[config.mk]
export PLATFORM = sky130hd
export DESIGN_NAME = sram_req_arbiter
export DESIGN_NICKNAME = d
export VERILOG_FILES = /design/src/rtl/sram_req_arbiter.sv
export SDC_FILE = /design/constraint.sdc
export NUM_CORES = 1
export LEC_CHECK = 0
export ABC_AREA = 1
export BUFFER_PORTS_ARGS = -buffer_cell sky130_fd_sc_hd__buf_4
export CAP_MARGIN = 40
export CORE_AREA = 2 2 179 181
export CTS_BUF_LIST = sky130_fd_sc_hd__clkbuf_8
export DETAILED_ROUTE_END_ITERATION = 6
export DIE_AREA = 0 0 181 183
export GPL_ROUTABILITY_DRIVEN = 0
export HOLD_SLACK_MARGIN = 0.12
export SLEW_MARGIN = 5
export SYNTH_ARGS = -nofsm -noshare
export SYNTH_HDL_FRONTEND = slang
export SYNTH_SLANG_ARGS = --single-unit
export TNS_END_PERCENT = 100
[constraint.sdc]
create_clock -name clk_i -period 1.4 [get_ports clk_i]
set_clock_uncertainty 0.05 [all_clocks]
set_input_delay 0.28 -clock clk_i [delete_from_list [all_inputs] [get_ports clk_i]]
set_output_delay 0.28 -clock clk_i [all_outputs]
set_load 0.01 [all_outputs]
[src/rtl/sram_req_arbiter.sv]
// -----------------------------------------------------------------------------
// sram_req_arbiter
//
// Shares one single-port SRAM macro (1-cycle read latency) between NUM_REQ
// requesters. Round-robin arbitration issues at most one access per cycle,
// with zero-latency issue from the winning request. Each response goes back to
// its originator and is held stable while the originator applies backpressure.
// A requester may have at most one outstanding response.
//
// Optional feature (macro SRAM_ARB_WRITE_PRIO_EN):
//   When defined, eligible writers take precedence over eligible readers.
//   Round-robin applies among the writers. The pointer still follows the winner.
//   When undefined, arbitration is pure round-robin.
//
// Ports:
//   clk_i         clock
//   rst_ni        asynchronous active-low reset
//   req_valid_i   [NUM_REQ]             request valid per requester
//   req_ready_o   [NUM_REQ]             one-hot grant (request accepted)
//   req_we_i      [NUM_REQ]             1 = write, 0 = read
//   req_addr_i    [NUM_REQ*ADDR_WIDTH]  word address, slice i = requester i
//   req_wdata_i   [NUM_REQ*DATA_WIDTH]  write data
//   req_wstrb_i   [NUM_REQ*STRB_WIDTH]  byte enables
//   rsp_valid_o   [NUM_REQ]             response valid
//   rsp_ready_i   [NUM_REQ]             response accepted
//   rsp_rdata_o   [NUM_REQ*DATA_WIDTH]  read data (0 for write responses)
//   sram_en_o                           SRAM access strobe
//   sram_we_o                           SRAM write enable
//   sram_addr_o   [ADDR_WIDTH]          SRAM address
//   sram_wdata_o  [DATA_WIDTH]          SRAM write data
//   sram_wstrb_o  [STRB_WIDTH]          SRAM byte mask
//   sram_rdata_i  [DATA_WIDTH]          SRAM read data, one cycle after a read
// -----------------------------------------------------------------------------
module sram_req_arbiter #(
   parameter int NUM_REQ    = 2,
   parameter int ADDR_WIDTH = 14,
   parameter int DATA_WIDTH = 64,
   parameter int STRB_WIDTH = DATA_WIDTH / 8
) (
   input  logic                           clk_i,
   input  logic                           rst_ni,
   input  logic [NUM_REQ-1:0]             req_valid_i,
   output logic [NUM_REQ-1:0]             req_ready_o,
   input  logic [NUM_REQ-1:0]             req_we_i,
   input  logic [NUM_REQ*ADDR_WIDTH-1:0]  req_addr_i,
   input  logic [NUM_REQ*DATA_WIDTH-1:0]  req_wdata_i,
   input  logic [NUM_REQ*STRB_WIDTH-1:0]  req_wstrb_i,
   output logic [NUM_REQ-1:0]             rsp_valid_o,
   input  logic [NUM_REQ-1:0]             rsp_ready_i,
   output logic [NUM_REQ*DATA_WIDTH-1:0]  rsp_rdata_o,
   output logic                           sram_en_o,
   output logic                           sram_we_o,
   output logic [ADDR_WIDTH-1:0]          sram_addr_o,
   output logic [DATA_WIDTH-1:0]          sram_wdata_o,
   output logic [STRB_WIDTH-1:0]          sram_wstrb_o,
   input  logic [DATA_WIDTH-1:0]          sram_rdata_i
);

   localparam int PTR_W = (NUM_REQ > 1) ? $clog2(NUM_REQ) : 1;

   // Round-robin search: the first candidate at or after (ptr+1) mod NUM_REQ,
   // wrapping around. Returns {found, index}.
   function automatic logic [PTR_W:0] rr_pick(input logic [NUM_REQ-1:0] cand,
                                              input logic [PTR_W-1:0]   ptr);
      logic             found;
      logic [PTR_W-1:0] idx;
      logic [PTR_W-1:0] sel;
      found = 1'b0;
      sel   = '0;
      for (int k = 1; k <= NUM_REQ; k++) begin
         idx = PTR_W'((int'(ptr) + k) % NUM_REQ);
         if (!found && cand[idx]) begin
            found = 1'b1;
            sel   = idx;
         end
      end
      return {found, sel};
   endfunction

   logic [PTR_W-1:0]      ptr_r;
   logic [NUM_REQ-1:0]    pend_r;
   logic [NUM_REQ-1:0]    fresh_r;
   logic [NUM_REQ-1:0]    wflag_r;
   logic [DATA_WIDTH-1:0] hold_r [NUM_REQ];

   logic [NUM_REQ-1:0]    elig_s;
   logic [NUM_REQ-1:0]    cand_s;
   logic [NUM_REQ-1:0]    gnt_s;
   logic                  gnt_valid_s;
   logic [PTR_W-1:0]      gnt_idx_s;

   // Eligibility: a requester may issue only if its response slot frees this
   // cycle. Reset gates every grant, so sram_en_o drops as soon as rst_ni falls.
   always_comb begin
      elig_s = '0;
      for (int i = 0; i < NUM_REQ; i++) begin
         elig_s[i] = rst_ni & req_valid_i[i] & (~pend_r[i] | rsp_ready_i[i]);
      end
   end

`ifdef SRAM_ARB_WRITE_PRIO_EN
   logic [NUM_REQ-1:0] wr_elig_s;

   // Candidate set: writers only when any eligible writer exists.
   always_comb begin
      wr_elig_s = elig_s & req_we_i;
      if (|wr_elig_s) begin
         cand_s = wr_elig_s;
      end else begin
         cand_s = elig_s;
      end
   end
`else
   // Candidate set: every eligible requester.
   always_comb begin
      cand_s = elig_s;
   end
`endif

   // Winner selection from the candidate set.
   always_comb begin
      {gnt_valid_s, gnt_idx_s} = rr_pick(cand_s, ptr_r);
   end

   // One-hot grant and zero-latency SRAM command mux. Idle drives all zeros.
   always_comb begin
      gnt_s        = '0;
      sram_en_o    = 1'b0;
      sram_we_o    = 1'b0;
      sram_addr_o  = '0;
      sram_wdata_o = '0;
      sram_wstrb_o = '0;
      for (int i = 0; i < NUM_REQ; i++) begin
         if (gnt_valid_s && (gnt_idx_s == PTR_W'(i))) begin
            gnt_s[i]     = 1'b1;
            sram_en_o    = 1'b1;
            sram_we_o    = req_we_i[i];
            sram_addr_o  = req_addr_i[i*ADDR_WIDTH +: ADDR_WIDTH];
            sram_wdata_o = req_wdata_i[i*DATA_WIDTH +: DATA_WIDTH];
            sram_wstrb_o = req_wstrb_i[i*STRB_WIDTH +: STRB_WIDTH];
         end else begin
            gnt_s[i] = 1'b0;
         end
      end
   end

   assign req_ready_o = gnt_s;
   assign rsp_valid_o = pend_r;

   // Response data: zero for writes, SRAM output in the fresh cycle, else held.
   always_comb begin
      rsp_rdata_o = '0;
      for (int i = 0; i < NUM_REQ; i++) begin
         if (wflag_r[i]) begin
            rsp_rdata_o[i*DATA_WIDTH +: DATA_WIDTH] = '0;
         end else if (fresh_r[i]) begin
            rsp_rdata_o[i*DATA_WIDTH +: DATA_WIDTH] = sram_rdata_i;
         end else begin
            rsp_rdata_o[i*DATA_WIDTH +: DATA_WIDTH] = hold_r[i];
         end
      end
   end

   // Pointer and per-requester response state.
   always_ff @(posedge clk_i or negedge rst_ni) begin
      if (!rst_ni) begin
         ptr_r   <= PTR_W'(NUM_REQ - 1);
         pend_r  <= '0;
         fresh_r <= '0;
         wflag_r <= '0;
         for (int i = 0; i < NUM_REQ; i++) begin
            hold_r[i] <= '0;
         end
      end else begin
         if (gnt_valid_s) begin
            ptr_r <= gnt_idx_s;
         end
         for (int i = 0; i < NUM_REQ; i++) begin
            if (gnt_s[i]) begin
               // A new grant also covers the case where the previous response
               // is accepted this same cycle: the slot stays occupied.
               pend_r[i]  <= 1'b1;
               fresh_r[i] <= 1'b1;
               wflag_r[i] <= req_we_i[i];
            end else if (pend_r[i] && rsp_ready_i[i]) begin
               pend_r[i]  <= 1'b0;
               fresh_r[i] <= 1'b0;
            end else if (fresh_r[i]) begin
               // Stalled in the fresh cycle: capture the SRAM output before it
               // is overwritten by the next access.
               hold_r[i]  <= wflag_r[i] ? '0 : sram_rdata_i;
               fresh_r[i] <= 1'b0;
            end
         end
      end
   end

endmodule

### Word level (Yosys, flattened, before mapping)

Index checks and enable logic that the tools add are counted.

| storage, ports and cells | value |
|---|---|
| bits in registers | 135 |
| logic and storage cells | 66 |

| operators by class | value |
|---|---|
| $add $sub $neg | 2 |
| $lt $le $gt $ge | 2 |
| muxes and demuxes | 31 |
| bitwise logic cells | 13 |
| reduce and logical (&&, ||, !) cells | 10 |

Operator list:

| cell | number |
|---|---|
| 2-to-1 mux 64 bit | 8 |
| 2-to-1 mux 14 bit | 2 |
| 2-to-1 mux 1 bit | 19 |
| 2-to-1 mux 8 bit | 2 |
| NOT 1 bit | 7 |
| AND reduction 3 bit | 2 |
| logical AND 1 bit | 5 |
| bitwise AND 1 bit | 4 |
| < comparator 1 x 2 -> 1 bit, second input constant | 2 |
| nonzero test 2 bit | 2 |
| adder 1 bit, second input constant | 2 |
| bitwise OR 1 bit | 2 |
| zero test 1 bit | 1 |

### Longest topological paths before layout

| depth | value |
|---|---|
| depth after elaboration | 14 |
| depth in mapped cells | 10 |
| mapped depth without buffers | 8 |

### Least setup slack after synthesis

Ideal clock, no wire load.

| timing path | value |
|---|---|
| path kind | register to output |
| start | register pend_r[1], in the netlist rsp_valid_o[1] |
| end | output port sram_addr_o[0] |
| arrival | 1.294 ns |
| data required time | 1.070 ns |
| setup slack | -0.224 ns |
| cell stages (with the launch flop) | 9 |
| cells stage by stage | dfrtp_1 -> nand2_1 -> nand2_1 -> o21ai_2 -> inv_2 -> buf_4 -> buf_4 -> nand2_1 -> nand2_1 |

| on the way | value |
|---|---|
| cells in the longest elaborated chain, start to end | 13 |
| elaborated cells between the ends (all ways) | 18 |

Ends and longest elaborated chain:

| item | RTL line | text |
|---|---|---|
| start: declaration | 81 | `logic [NUM_REQ-1:0] pend_r;` |
| start signal: assignment | 168 | `pend_r <= '0;` |
| start signal: indexed assignment | 182 | `pend_r[i] <= 1'b1;` |
| start signal: indexed assignment | 186 | `pend_r[i] <= 1'b0;` |
| NOT 1 bit * | 97 | `elig_s[i] = rst_ni & req_valid_i[i] & (~pend_r[i] \| rsp_ready_i[i]);` |
| bitwise OR 1 bit * | 97 |  |
| bitwise AND 1 bit * | 97 |  |
| 2-to-1 mux 1 bit (implied by the code) (2 in series) | 72 | `if (!found && cand[idx]) begin` |
| 2-to-1 mux 1 bit | 72 |  |
| zero test 1 bit | 72 |  |
| logical AND 1 bit | 72 |  |
| 2-to-1 mux 1 bit | 72 |  |
| NOT 1 bit | 134 | `if (gnt_valid_s && (gnt_idx_s == PTR_W'(i))) begin` |
| logical AND 1 bit | 134 |  |
| 2-to-1 mux 14 bit | 134 |  |
| 2-to-1 mux 14 bit * | 134 |  |
| end: declaration | 53 | `output logic [ADDR_WIDTH-1:0] sram_addr_o,` |

Mark *: on every way between the ends. The rest lies on a longest branch, timed or not. The select of a mux whose other input is x is not followed.

### Worst setup path after layout

| timing path | value |
|---|---|
| start | register pend_r[1], in the netlist rsp_valid_o[1] |
| end | output port sram_wdata_o[16] |

| on the way | value |
|---|---|
| cells in the longest elaborated chain, start to end | 13 |
| elaborated cells between the ends (all ways) | 18 |

Ends and longest elaborated chain:

| item | RTL line | text |
|---|---|---|
| NOT 1 bit * | 97 |  |
| bitwise OR 1 bit * | 97 |  |
| bitwise AND 1 bit * | 97 |  |
| 2-to-1 mux 1 bit (implied by the code) (2 in series) | 72 |  |
| 2-to-1 mux 1 bit | 72 |  |
| zero test 1 bit | 72 |  |
| logical AND 1 bit | 72 |  |
| 2-to-1 mux 1 bit | 72 |  |
| NOT 1 bit | 134 |  |
| logical AND 1 bit | 134 |  |
| 2-to-1 mux 64 bit | 134 |  |
| 2-to-1 mux 64 bit * | 134 |  |
| end: declaration | 54 | `output logic [DATA_WIDTH-1:0] sram_wdata_o,` |

Marks and branches as above.

==> reports/metrics.csv <==
stage;metric;value;unit
status;status;complete, but fails checks;
status;failing checks;negative setup slack;
worst_setup_path;Largest delay share family, worst path;buffers and inverters;
finish;area delta synth->final;93.5;%
clock_network;CTS sink count;135;
power;Worst VDD drop;0.522;mV
power;LEAKAGE;8.66;nW
global_route;All-Layer GR Usage;28.6;%
worst_setup_path;worst path cell trace;nand2_2, nand2_2, buf_6, o21ai_4, inv_6, buf_12, nand2_2, nand2_2, buf_4;
power;switching power;8.00;mW
finish;nets;2119;
worst_hold_path;min-delay src;req_we_i[0];
global_route;first-pass GRT wire length;71.3;mm
synthesis;average size of a mapped cell;6.42;µm²
timing;setup ws final;-0.830;ns
worst_setup_path;Max FO, Critical Path;16;
timing;hold slack final;0.147;ns
worst_setup_path;crit end category;primary output;
global_route;initial antenna violation count;4;
worst_setup_path;slowest stage delay, CP;0.39;ns
die;Die ar.;33100;µm²
synthesis;Synth cell types;21;
clock_network;Reg clk slew, reported paths;0.09;ns
global_route;largest net degree at the start of global routing;134;
die;Die W;181;µm
finish;fillcell total;2863;
timing;Worst Max-Slew Pin Slew;0.854;ns
global_route;layer with the highest usage;met2;
routing;DR vias;11500;
synthesis;Gate Count Post-Synth;1370;
worst_setup_path;RR Startpoint;rsp_valid_o[1];
power;PwrDens;1120;nW/µm²
synthesis;simple-gate portion of the synthesized area;41.1;%
timing;Final Hold Vio Count;0;
finish;commonest cells after routing, fill and taps aside;nand2_1 (445), buf_4 (445), nor2_1 (148), dfrtp_1 (130), nand3_1 (128);
power;P_int;11.1;mW
synthesis;Synth Area in XOR/XNOR;0;%
die;Starting Density;28.2;%
routing;Final ANT Viol Nets;0;
timing;fmax;0.448;GHz
global_route;GR Util met3;5.20;%
synthesis;Synth Cell Area;8790;µm²
finish;share of cells above drive strength 1;51.1;%
routing;Vias/cell;5.03;
timing;Final Cycle Share;159;%
synthesis;#FFs+latches synth;135;
finish;Final Instance Area;17000;µm²
clock_network;number of buffers created by CTS;17;
synthesis;Net Count, Synth;1614;
power;Clk pwr share;16.7;%
worst_hold_path;worst hold path type;primary input to flip-flop;
global_route;met2 Use GR;48.6;%
clock_network;root buffer cell;clkbuf_8;
timing;unrepaired setup endpoints after global routing;yes;
placement;hpwl dp;33.1;mm
clock_network;CTS tree;done;
clock_network;latest clock arrival within the worst-skew pair;0.44;ns
finish;Cell Count, Final, Fillers Out;2292;
routing;Post-Route WL;49.2;mm
flow_run;max-cap viol count;0;
global_route;routing usage on met1;34.4;%
timing;Slew Limit Fails;0;
routing;1st-iter DRT viols;917;
die;Rows;65;
worst_setup_path;Most Frequent Cell on Critical Path;nand2_2;
synthesis;yosys warns;0;
timing;final setup vio count;356;
synthesis;Seq/Total Area, Yosys;38.4;%
synthesis;Compound-Gate Fraction of Synth Area;11.3;%
routing;drt drc;0;
die;Core Area;31200;µm²
timing;Final min period;2.23;ns
worst_setup_path;crit path max-delay cell type;dfrtp_1;
power;Sw Ratio;41.8;%
timing;setup TNS;-204.09;ns
clock_network;Clock Path Buffers;2;
synthesis;mux cell area share after synthesis;0;%
power;sequential share of power;30.6;%
power;Logic pwr share;52.7;%
placement;post-place instance area;13900;µm²
placement;Cells after DPL;2194;
routing;First-pass DRT Iterations;5;
synthesis;Synth Area in Adders;0;%
worst_setup_path;WS Path Type;flip-flop to primary output;
global_route;number of global-route vias before repair;11500;
synthesis;largest family of logic cells by synthesized area;simple AND/OR/NAND/NOR gates;
placement;number of I/O port buffers;463;
routing;Avg WL per Cell;21.4;µm
worst_setup_path;Worst Setup SP;rsp_valid_o[1];
clock_network;htree depth;4;
die;I/O Pins;464;
timing;Slew HR;43.1;%
die;Die Ht;183;µm
worst_setup_path;Crit path buffers/inverters;4;
global_route;grt total ovfl;0;
worst_setup_path;WP data required;1.07;ns
worst_setup_path;CP arrival;1.90;ns
worst_setup_path;startpoint class of the critical path;flip-flop;
==> power by group through the flow <==
stage	Combinational, mW	Clock, mW	Sequential, mW
after floorplan	4.29	0	5.42
after global placement	7.90	0	5.56
after detailed placement	7.98	0	5.59
after CTS	9.53	3.26	5.74
after global routing	10.8	3.45	5.97
final	10.1	3.20	5.85
==> routing by layer <==
layer	share of wire [%]	vias up
met5	0.047	-
met2	50	509
li1	-	5353
met3	5.7	115
met4	6.0	4
met1	39	5548
==> final cells by class <==
type,count,area [µm²],area share (%)
clock inverters,15,134,0.787
clock buffers,17,234,1.38
inverters,71,274,1.61
repair buffers,600,6050,35.6
diodes,2,5.00,0.0294
well taps,402,503,2.96
flip-flops and latches,135,3390,20.0
multi-input cells,1050,6420,37.7
==> flip-flops by register name (all words and copies together) (netlist names) <==
signal / cells
hold_r: 128
wflag_r: 2
rsp_valid_o: 2
ptr_r: 1
fresh_r: 2
==> cells in the mapped netlist <==
library cell  number  share of area, %
inv_1             67               2.9
dfstp_2            1              0.30
or2_2              1             0.071
o21ai_0            1             0.057
nand2_2            3              0.21
o21ai_2            1              0.10
inv_2              3              0.13
nand3_1          128               7.3
buf_4             11              0.94
nand4_1            1             0.071
buf_2             56               3.2
dfrtp_1          134                38
nor2_1           256                11
clkinv_1           1             0.043
nand2_1          528                23
a21oi_1            1             0.057
a211oi_1         128                11
a21boi_1           1             0.085
buf_1              2             0.085
a21boi_0           1             0.085
clkbuf_1          45               1.9
==> what timing repair did <==
| action | 4_1_cts | 5_1_grt |
|---|---|---|
| hold buffers | 3 | 0 |
| gates resized for setup | 321 | 95 |
| pin swaps | 126 | 25 |
| endpoints found under the setup margin | 351 | 438 |
| setup buffers | 23 | 8 |
| cloned | 34 | 5 |
| hold endpoints to repair | 69 | 0 |
==> worst min-delay path, stage by stage <==
cell and delay, ns:
buf_4 0.08, nand2_1 0.07, buf_4 0.15, nand2_1 0.05
==> per-stage QoR <==
step	setup WS [ns]	power [mW]	util [%]
after floorplan	-0.180	9.71	-
after global placement	-0.582	13.5	44.6
after detailed placement	-0.567	13.6	44.6
after CTS	-0.843	18.5	53.2
after global routing	-0.926	20.2	54.5
final	-0.830	19.1	54.5
==> worst paths after layout <==
| path | to | slack (ns) | depth (start not counted) |
|---|---|---|---|
| min in group asynchronous | hold_r[18] | 0.26 | 3 |
| worst min-delay path | wflag_r[0] | 0.15 | 4 |
| worst min register to register | hold_r[112] | 0.43 | 2 |
| worst max register to register | hold_r[105] | -0.58 | 11 |
| max in group asynchronous | fresh_r[1] | -0.06 | 4 |
| worst max-delay path | sram_wdata_o[16] | -0.83 | 9 |
==> cell families (layout without fill, tap and decap cells) <==
kind of cell,after synthesis,count (layout)
AOI/OAI and AO/OA,133,133
buffers and inverters,185,703
other,0,2
DFF,135,135
and+or+nand+nor,917,917
Power figures use the tool's default switching activity.
